--- src/rtl/fetch_pc_unit.sv ---
// fetch_pc_unit: instruction-fetch front end.
//   Holds the PC, issues single-outstanding requests to instruction memory and
//   delivers fetched words to decode through a registered IF/ID slot
//   (valid/ready) backed by a one-entry skid buffer. Redirects flush everything
//   in flight and restart fetch at the (word-aligned) target.
// Ports:
//   clk, rst                         clock, synchronous active-high reset
//   pc_out / pc_plus4                current PC to external adder, sum back
//   redirect, redirect_pc, align_err branch/jump redirect, misalignment pulse
//   imem_req/addr/gnt/rvalid/rdata   instruction memory request/response
//   if_valid/instr/pc/pc4, id_ready  IF/ID slot handshake to decode
module fetch_pc_unit #(
    parameter logic [31:0] RESET_PC = 32'h0040_0000
) (
    input  logic        clk,
    input  logic        rst,
    output logic [31:0] pc_out,
    input  logic [31:0] pc_plus4,
    input  logic        redirect,
    input  logic [31:0] redirect_pc,
    output logic        align_err,
    output logic        imem_req,
    output logic [31:0] imem_addr,
    input  logic        imem_gnt,
    input  logic        imem_rvalid,
    input  logic [31:0] imem_rdata,
    output logic        if_valid,
    output logic [31:0] if_instr,
    output logic [31:0] if_pc,
    output logic [31:0] if_pc4,
    input  logic        id_ready
);

    localparam int unsigned XLEN = 32;

    typedef struct packed {
        logic [XLEN-1:0] instr;
        logic [XLEN-1:0] pc;
        logic [XLEN-1:0] pc4;
    } slot_t;

    typedef enum logic [1:0] {
        S_REQ  = 2'd0,
        S_WAIT = 2'd1,
        S_HOLD = 2'd2
    } state_t;

    state_t          state_q, state_d;
    logic [XLEN-1:0] pc_q, pc_d;
    logic [XLEN-1:0] req_pc_q, req_pc_d;
    logic [XLEN-1:0] req_pc4_q, req_pc4_d;
    logic            drop_q, drop_d;
    logic            skid_valid_q, skid_valid_d;
    slot_t           skid_q, skid_d;
    logic            slot_valid_q, slot_valid_d;
    slot_t           slot_q, slot_d;
    logic            align_err_q, align_err_d;

    logic            slot_free;
    logic            gnt;

    // Slot can take a new word if empty or being consumed this cycle.
    assign slot_free = !slot_valid_q || id_ready;
    // Request depends on this cycle's id_ready so fetch can overlap consumption.
    assign imem_req  = !rst && (state_q == S_REQ) && !skid_valid_q && slot_free;
    assign gnt       = imem_req && imem_gnt;

    // Next-state and datapath update; redirect overrides everything.
    always_comb begin
        state_d      = state_q;
        pc_d         = pc_q;
        req_pc_d     = req_pc_q;
        req_pc4_d    = req_pc4_q;
        drop_d       = drop_q;
        skid_valid_d = skid_valid_q;
        skid_d       = skid_q;
        slot_valid_d = slot_valid_q;
        slot_d       = slot_q;
        align_err_d  = 1'b0;

        // Consumed slot empties unless refilled below.
        if (slot_valid_q && id_ready) begin
            slot_valid_d = 1'b0;
        end

        if (redirect) begin
            pc_d         = {redirect_pc[XLEN-1:2], 2'b00};
            slot_valid_d = 1'b0;
            skid_valid_d = 1'b0;
            align_err_d  = |redirect_pc[1:0];
            case (state_q)
                S_WAIT: begin
                    if (imem_rvalid) begin
                        drop_d  = 1'b0;
                        state_d = S_REQ;
                    end else begin
                        drop_d  = 1'b1;
                    end
                end
                S_REQ: begin
                    // A grant this cycle is for the old PC; its response must be eaten.
                    if (gnt) begin
                        drop_d  = 1'b1;
                        state_d = S_WAIT;
                    end else begin
                        state_d = S_REQ;
                    end
                end
                default: state_d = S_REQ;
            endcase
        end else begin
            case (state_q)
                S_REQ: begin
                    if (gnt) begin
                        req_pc_d  = pc_q;
                        req_pc4_d = pc_plus4;
                        pc_d      = pc_plus4;
                        state_d   = S_WAIT;
                    end
                end
                S_WAIT: begin
                    if (imem_rvalid) begin
                        if (drop_q) begin
                            drop_d  = 1'b0;
                            state_d = S_REQ;
                        end else if (slot_free) begin
                            slot_valid_d = 1'b1;
                            slot_d       = '{instr: imem_rdata, pc: req_pc_q, pc4: req_pc4_q};
                            state_d      = S_REQ;
                        end else begin
                            skid_valid_d = 1'b1;
                            skid_d       = '{instr: imem_rdata, pc: req_pc_q, pc4: req_pc4_q};
                            state_d      = S_HOLD;
                        end
                    end
                end
                S_HOLD: begin
                    if (id_ready) begin
                        slot_valid_d = 1'b1;
                        slot_d       = skid_q;
                        skid_valid_d = 1'b0;
                        state_d      = S_REQ;
                    end
                end
                default: state_d = S_REQ;
            endcase
        end
    end

    // State and datapath registers.
    always_ff @(posedge clk) begin
        if (rst) begin
            state_q      <= S_REQ;
            pc_q         <= RESET_PC;
            req_pc_q     <= '0;
            req_pc4_q    <= '0;
            drop_q       <= 1'b0;
            skid_valid_q <= 1'b0;
            skid_q       <= '0;
            slot_valid_q <= 1'b0;
            slot_q       <= '0;
            align_err_q  <= 1'b0;
        end else begin
            state_q      <= state_d;
            pc_q         <= pc_d;
            req_pc_q     <= req_pc_d;
            req_pc4_q    <= req_pc4_d;
            drop_q       <= drop_d;
            skid_valid_q <= skid_valid_d;
            skid_q       <= skid_d;
            slot_valid_q <= slot_valid_d;
            slot_q       <= slot_d;
            align_err_q  <= align_err_d;
        end
    end

    assign pc_out    = pc_q;
    assign imem_addr = pc_q;
    assign align_err = align_err_q;
    assign if_valid  = slot_valid_q;
    assign if_instr  = slot_q.instr;
    assign if_pc     = slot_q.pc;
    assign if_pc4    = slot_q.pc4;

endmodule

--- config.mk ---
export PLATFORM = sky130hd
export DESIGN_NAME = fetch_pc_unit
export DESIGN_NICKNAME = d
export VERILOG_FILES = /design/src/rtl/fetch_pc_unit.sv
export SDC_FILE = /design/constraint.sdc
export NUM_CORES = 1
export LEC_CHECK = 0
export BUFFER_PORTS_ARGS = -buffer_cell sky130_fd_sc_hd__buf_2
export CAP_MARGIN = 20
export CORE_MARGIN = 5
export CORE_UTILIZATION = 60
export CTS_BUF_LIST = sky130_fd_sc_hd__clkbuf_8
export DETAILED_ROUTE_END_ITERATION = 7
export PLACE_DENSITY = 0.87
export SKIP_CTS_REPAIR_TIMING = 1
export SYNTH_ARGS = -nofsm -noshare
export SYNTH_HDL_FRONTEND = slang
export SYNTH_SLANG_ARGS = --single-unit
--- constraint.sdc ---
create_clock -name clk -period 3.2 [get_ports clk]
set_input_delay 0.32 -clock clk [delete_from_list [all_inputs] [get_ports clk]]
set_output_delay 0.32 -clock clk [all_outputs]
set_load 0.01 [all_outputs]
==> metrics.md <==
| Metric | Value |
|---|---|
| Worst Setup SP | `state_q[0]$_SDFFE_PP0P_` |
| Clock root cell | `clkbuf_8` |
| Synth Area in Compound Gates | `0.207` |
| Drt first-iter violations | `about 1100` |
| Tot GR Track Use | `0.282` |
| Setup TNS | `0 ps` |
| Post-Synth XOR/XNOR Area | `0` |
| FF-to-FF path depth | `7` |
| Worst slack, placed | `roughly 890 ps` |
| Clock sink total | `between 200 and 300` |
| RSZ-0062 raised after global routing | `false` |
| Reg power frac | `0.495` |
| Htree depth | `2` |
| Core Rows | `approximately 50` |
| Sw Ratio | `0.264` |
| Die W | `152 µm` |
| DRT Pass-1 Iters | `6` |
| Worst-Margin Slew | `905 ps` |
| Synthesis-stage register bit count | `294` |
| Largest family of logic cells by synthesized area | `compound AO/OA/AOI/OAI gates` |
| Critical Path End | `if_instr[23]$_SDFFE_PP0P_` |
| Clk_lat worst skew | `~550 ps` |
| HPWL after DPL | `about 22 mm` |
| Fin Clk Skew | `between 10 and 15 ps` |
| Area grow syn2layout | `16.0%` |
| Initial antenna violation count | `6` |
| Core ar. | `approximately 20000 µm²` |
| Area of the die | `~23000 µm²` |
| Clk pwr share | `0.393` |
| Syn Inst Count | `1411` |
| Final setup violation count | `0` |
| Buffers on Ports | `264` |
| Mapped Nets | `between 1500 and 2000` |
| Num ports | `about 270` |
| Remaining DRCs | `0` |
| Final Net Count | `about 1700` |
| Clk buf depth | `3` |
| Mux contribution to synthesized area | `0.0797` |
| Largest net degree at the start of global routing | `120` |
| Count leader, synth | `nand2_1` |
| VDD IR max | `about 0.46 mV` |
| Internal | `5.82 mW` |
| Adder-cell share of the synthesized area | `0.00415` |
| Top FF cell, synth | `dfxtp_1` |
| Mapped Area | `between 10000 and 15000 µm²` |
| Most area-hungry cell type in the Yosys netlist | `dfxtp_1` |
| Clock transition at path regs | `around 60 ps` |
| Total Power | `approximately 7.9 mW` |
| Post-synth EDFFs | `0` |
| Post-synth top cells | `nand2_1 (389), dfxtp_1 (294), a21oi_1 (260)` |
| Crit path kind | `reg2reg` |
| Reg2Reg Setup Slack | `~820 ps` |
| GP Congestion | `about 0.84` |
| Finished Layout Cells | `roughly 1900` |
| Worst endpoint data arrival time | `between 2000 and 3000 ps` |
| YS warnings | `0` |
| Hold Crit Class | `in2reg` |
| Critical Path RT | `approximately 3600 ps` |
| Combinational power share | `0.111` |
| Layout cells sized above 1 | `0.222` |
| Final Hold Violating Endpoints | `0` |
| Critical path endpoint category | `register` |
| P_leak | `just over 5 nW` |
| Setup crit start kind | `register` |
| Slew Limit Headroom | `0.397` |
| Async set-reset flop share out of synthesis | `0` |
| Maxcap violations | `0` |
| Distinct cell type count after synthesis | `33` |
| Via count | `~11000` |
| Pwr/cell area | `approximately 570 nW/µm²` |
| Post-synth top area share | `0.488` |
| Setup ws final | `approximately 820 ps` |
| Switching pwr | `about 2.1 mW` |
| Crit Path Max Fanout | `114` |
| Synth top area cells | `dfxtp_1 (49%), nand2_1 (12%), a21oi_1 (11%)` |
| Initial core utilization | `0.615` |
| Fmax | `421 MHz` |
| CP max-delay cell | `buf_12` |
| Worst r2r src | `state_q[0]$_SDFFE_PP0P_` |
| Status | `complete, no violations` |
| Final Max Tran Viols | `0` |
| Die height | `152 µm` |
| Slowest cell delay on critical path | `approximately 360 ps` |
| Vias in the first global route | `just over 10000` |
| Drt wl/cell | `approximately 18 µm` |
| Total congestion overflow | `0` |
| CTS tree | `yes` |
| Cell total after placement | `about 1800` |
| Total wire length | `between 30 and 40 mm` |
| Sequential fraction of the synthesis area | `0.488` |
| Num CTS Buffers | `between 40 and 50` |
| Fin util | `0.714` |
| CP cell instances | `inv_1 -> ha_4 -> nand4bb_1 -> o211ai_4 -> buf_12 -> a21oi_1 -> a311oi_1` |
| Reg-to-Reg End | `if_instr[23]$_SDFFE_PP0P_` |
| Remaining antenna violation count | `0` |
| First-pass GRT wire length | `52.1 mm` |
| Vias/cell | `5.82` |
| Mean Syn Cell Area | `8.54 µm²` |
| Final worst path period share | `0.742` |
| Synth Area in Simple Gates | `0.145` |
| Minimum clock period after layout | `2380 ps` |
## layer usage
metal  share of wire  wire length (µm)  GRT usage  vias up
met3           0.089              3040     0.0657       93
met1            0.38             13100      0.355     5123
met4           0.039              1350      0.123        8
met5          0.0016                55          0        -
met2            0.49             16500      0.463      447
li1                -                 -          -     5239
## worst max-delay path, delay by kind of cell (launching register included)
family          cells  cell delay, ps
buf+inv             2             470
compound gates      3             680
flops               1             330
fa+ha+maj           1             320
simple gates        1             300
## cells in the final DEF (no fill, tap or decap), types with 4 or more instances in the layout
cell type,Yosys,final
a21oi_1,260,260
a311oi_1,126,126
buf_12,0,4
buf_2,34,263
buf_4,48,15
clkbuf_8,0,61
dfxtp_1,294,294
inv_1,4,19
mux2i_1,96,96
nand2_1,389,389
nand2b_1,5,5
nor2_1,34,34
## state kept, by name, summed over array words and instances (netlist names), 2 cells and up
name,cells
if_instr,32
imem_addr,32
if_pc4,32
req_pc4_q,32
req_pc_q,32
if_pc,32
state_q,2
skid_q,96
## power by group through the flow
stage	Clock [mW]	Sequential, mW	Combinational, mW
after floorplan	0	4.02	0.523
after global placement	0	3.99	0.849
after detailed placement	0	3.99	0.873
after CTS	3.14	3.91	0.877
after global routing	3.32	3.93	0.956
final	3.11	3.92	0.878
## layout make-up
type                       count  area, µm²
sequential                   294       5890
fill                        1487       5610
multi-input combinational    944       5290
timing repair buffer         283       1520
clock buffer                  61        840
tap                          265        332
clock inverter                20       82.6
inverter                       4       22.5
antenna                        2       5.00
## kinds of logic after synthesis
kind of cell / count (synthesis)
simple gates: 447
compound gates: 397
mux: 96
buf+inv: 173
fa+ha+maj: 4
flops: 294
## per-stage QoR
step / hold slack [ps] / area [µm²]
5_1_grt: 18.5 / 14000
6_report: 21.3 / 14000
3_3_place_gp: 441 / 13100
3_5_place_dp: 446 / 13100
4_1_cts: -1.06 / 14000
2_1_floorplan: 415 / 12100
## how the worst min path moves through the flow
stage                            startpoint                         to  slack, ps  cells past startpoint
finish                       imem_rdata[13]    skid_q[77]$_SDFFE_PP0P_         20                      3
CTS                          imem_rdata[13]    skid_q[77]$_SDFFE_PP0P_         -1                      3
floorplan                          id_ready  skid_valid_q$_SDFFE_PP0P_        410                      1
detailed placement  skid_q[44]$_SDFFE_PP0P_    skid_q[44]$_SDFFE_PP0P_        450                      2
global placement    skid_q[26]$_SDFFE_PP0P_    skid_q[26]$_SDFFE_PP0P_        440                      2
global route                 imem_rdata[11]    skid_q[75]$_SDFFE_PP0P_         20                      3
Power figures use the tool's default switching activity.
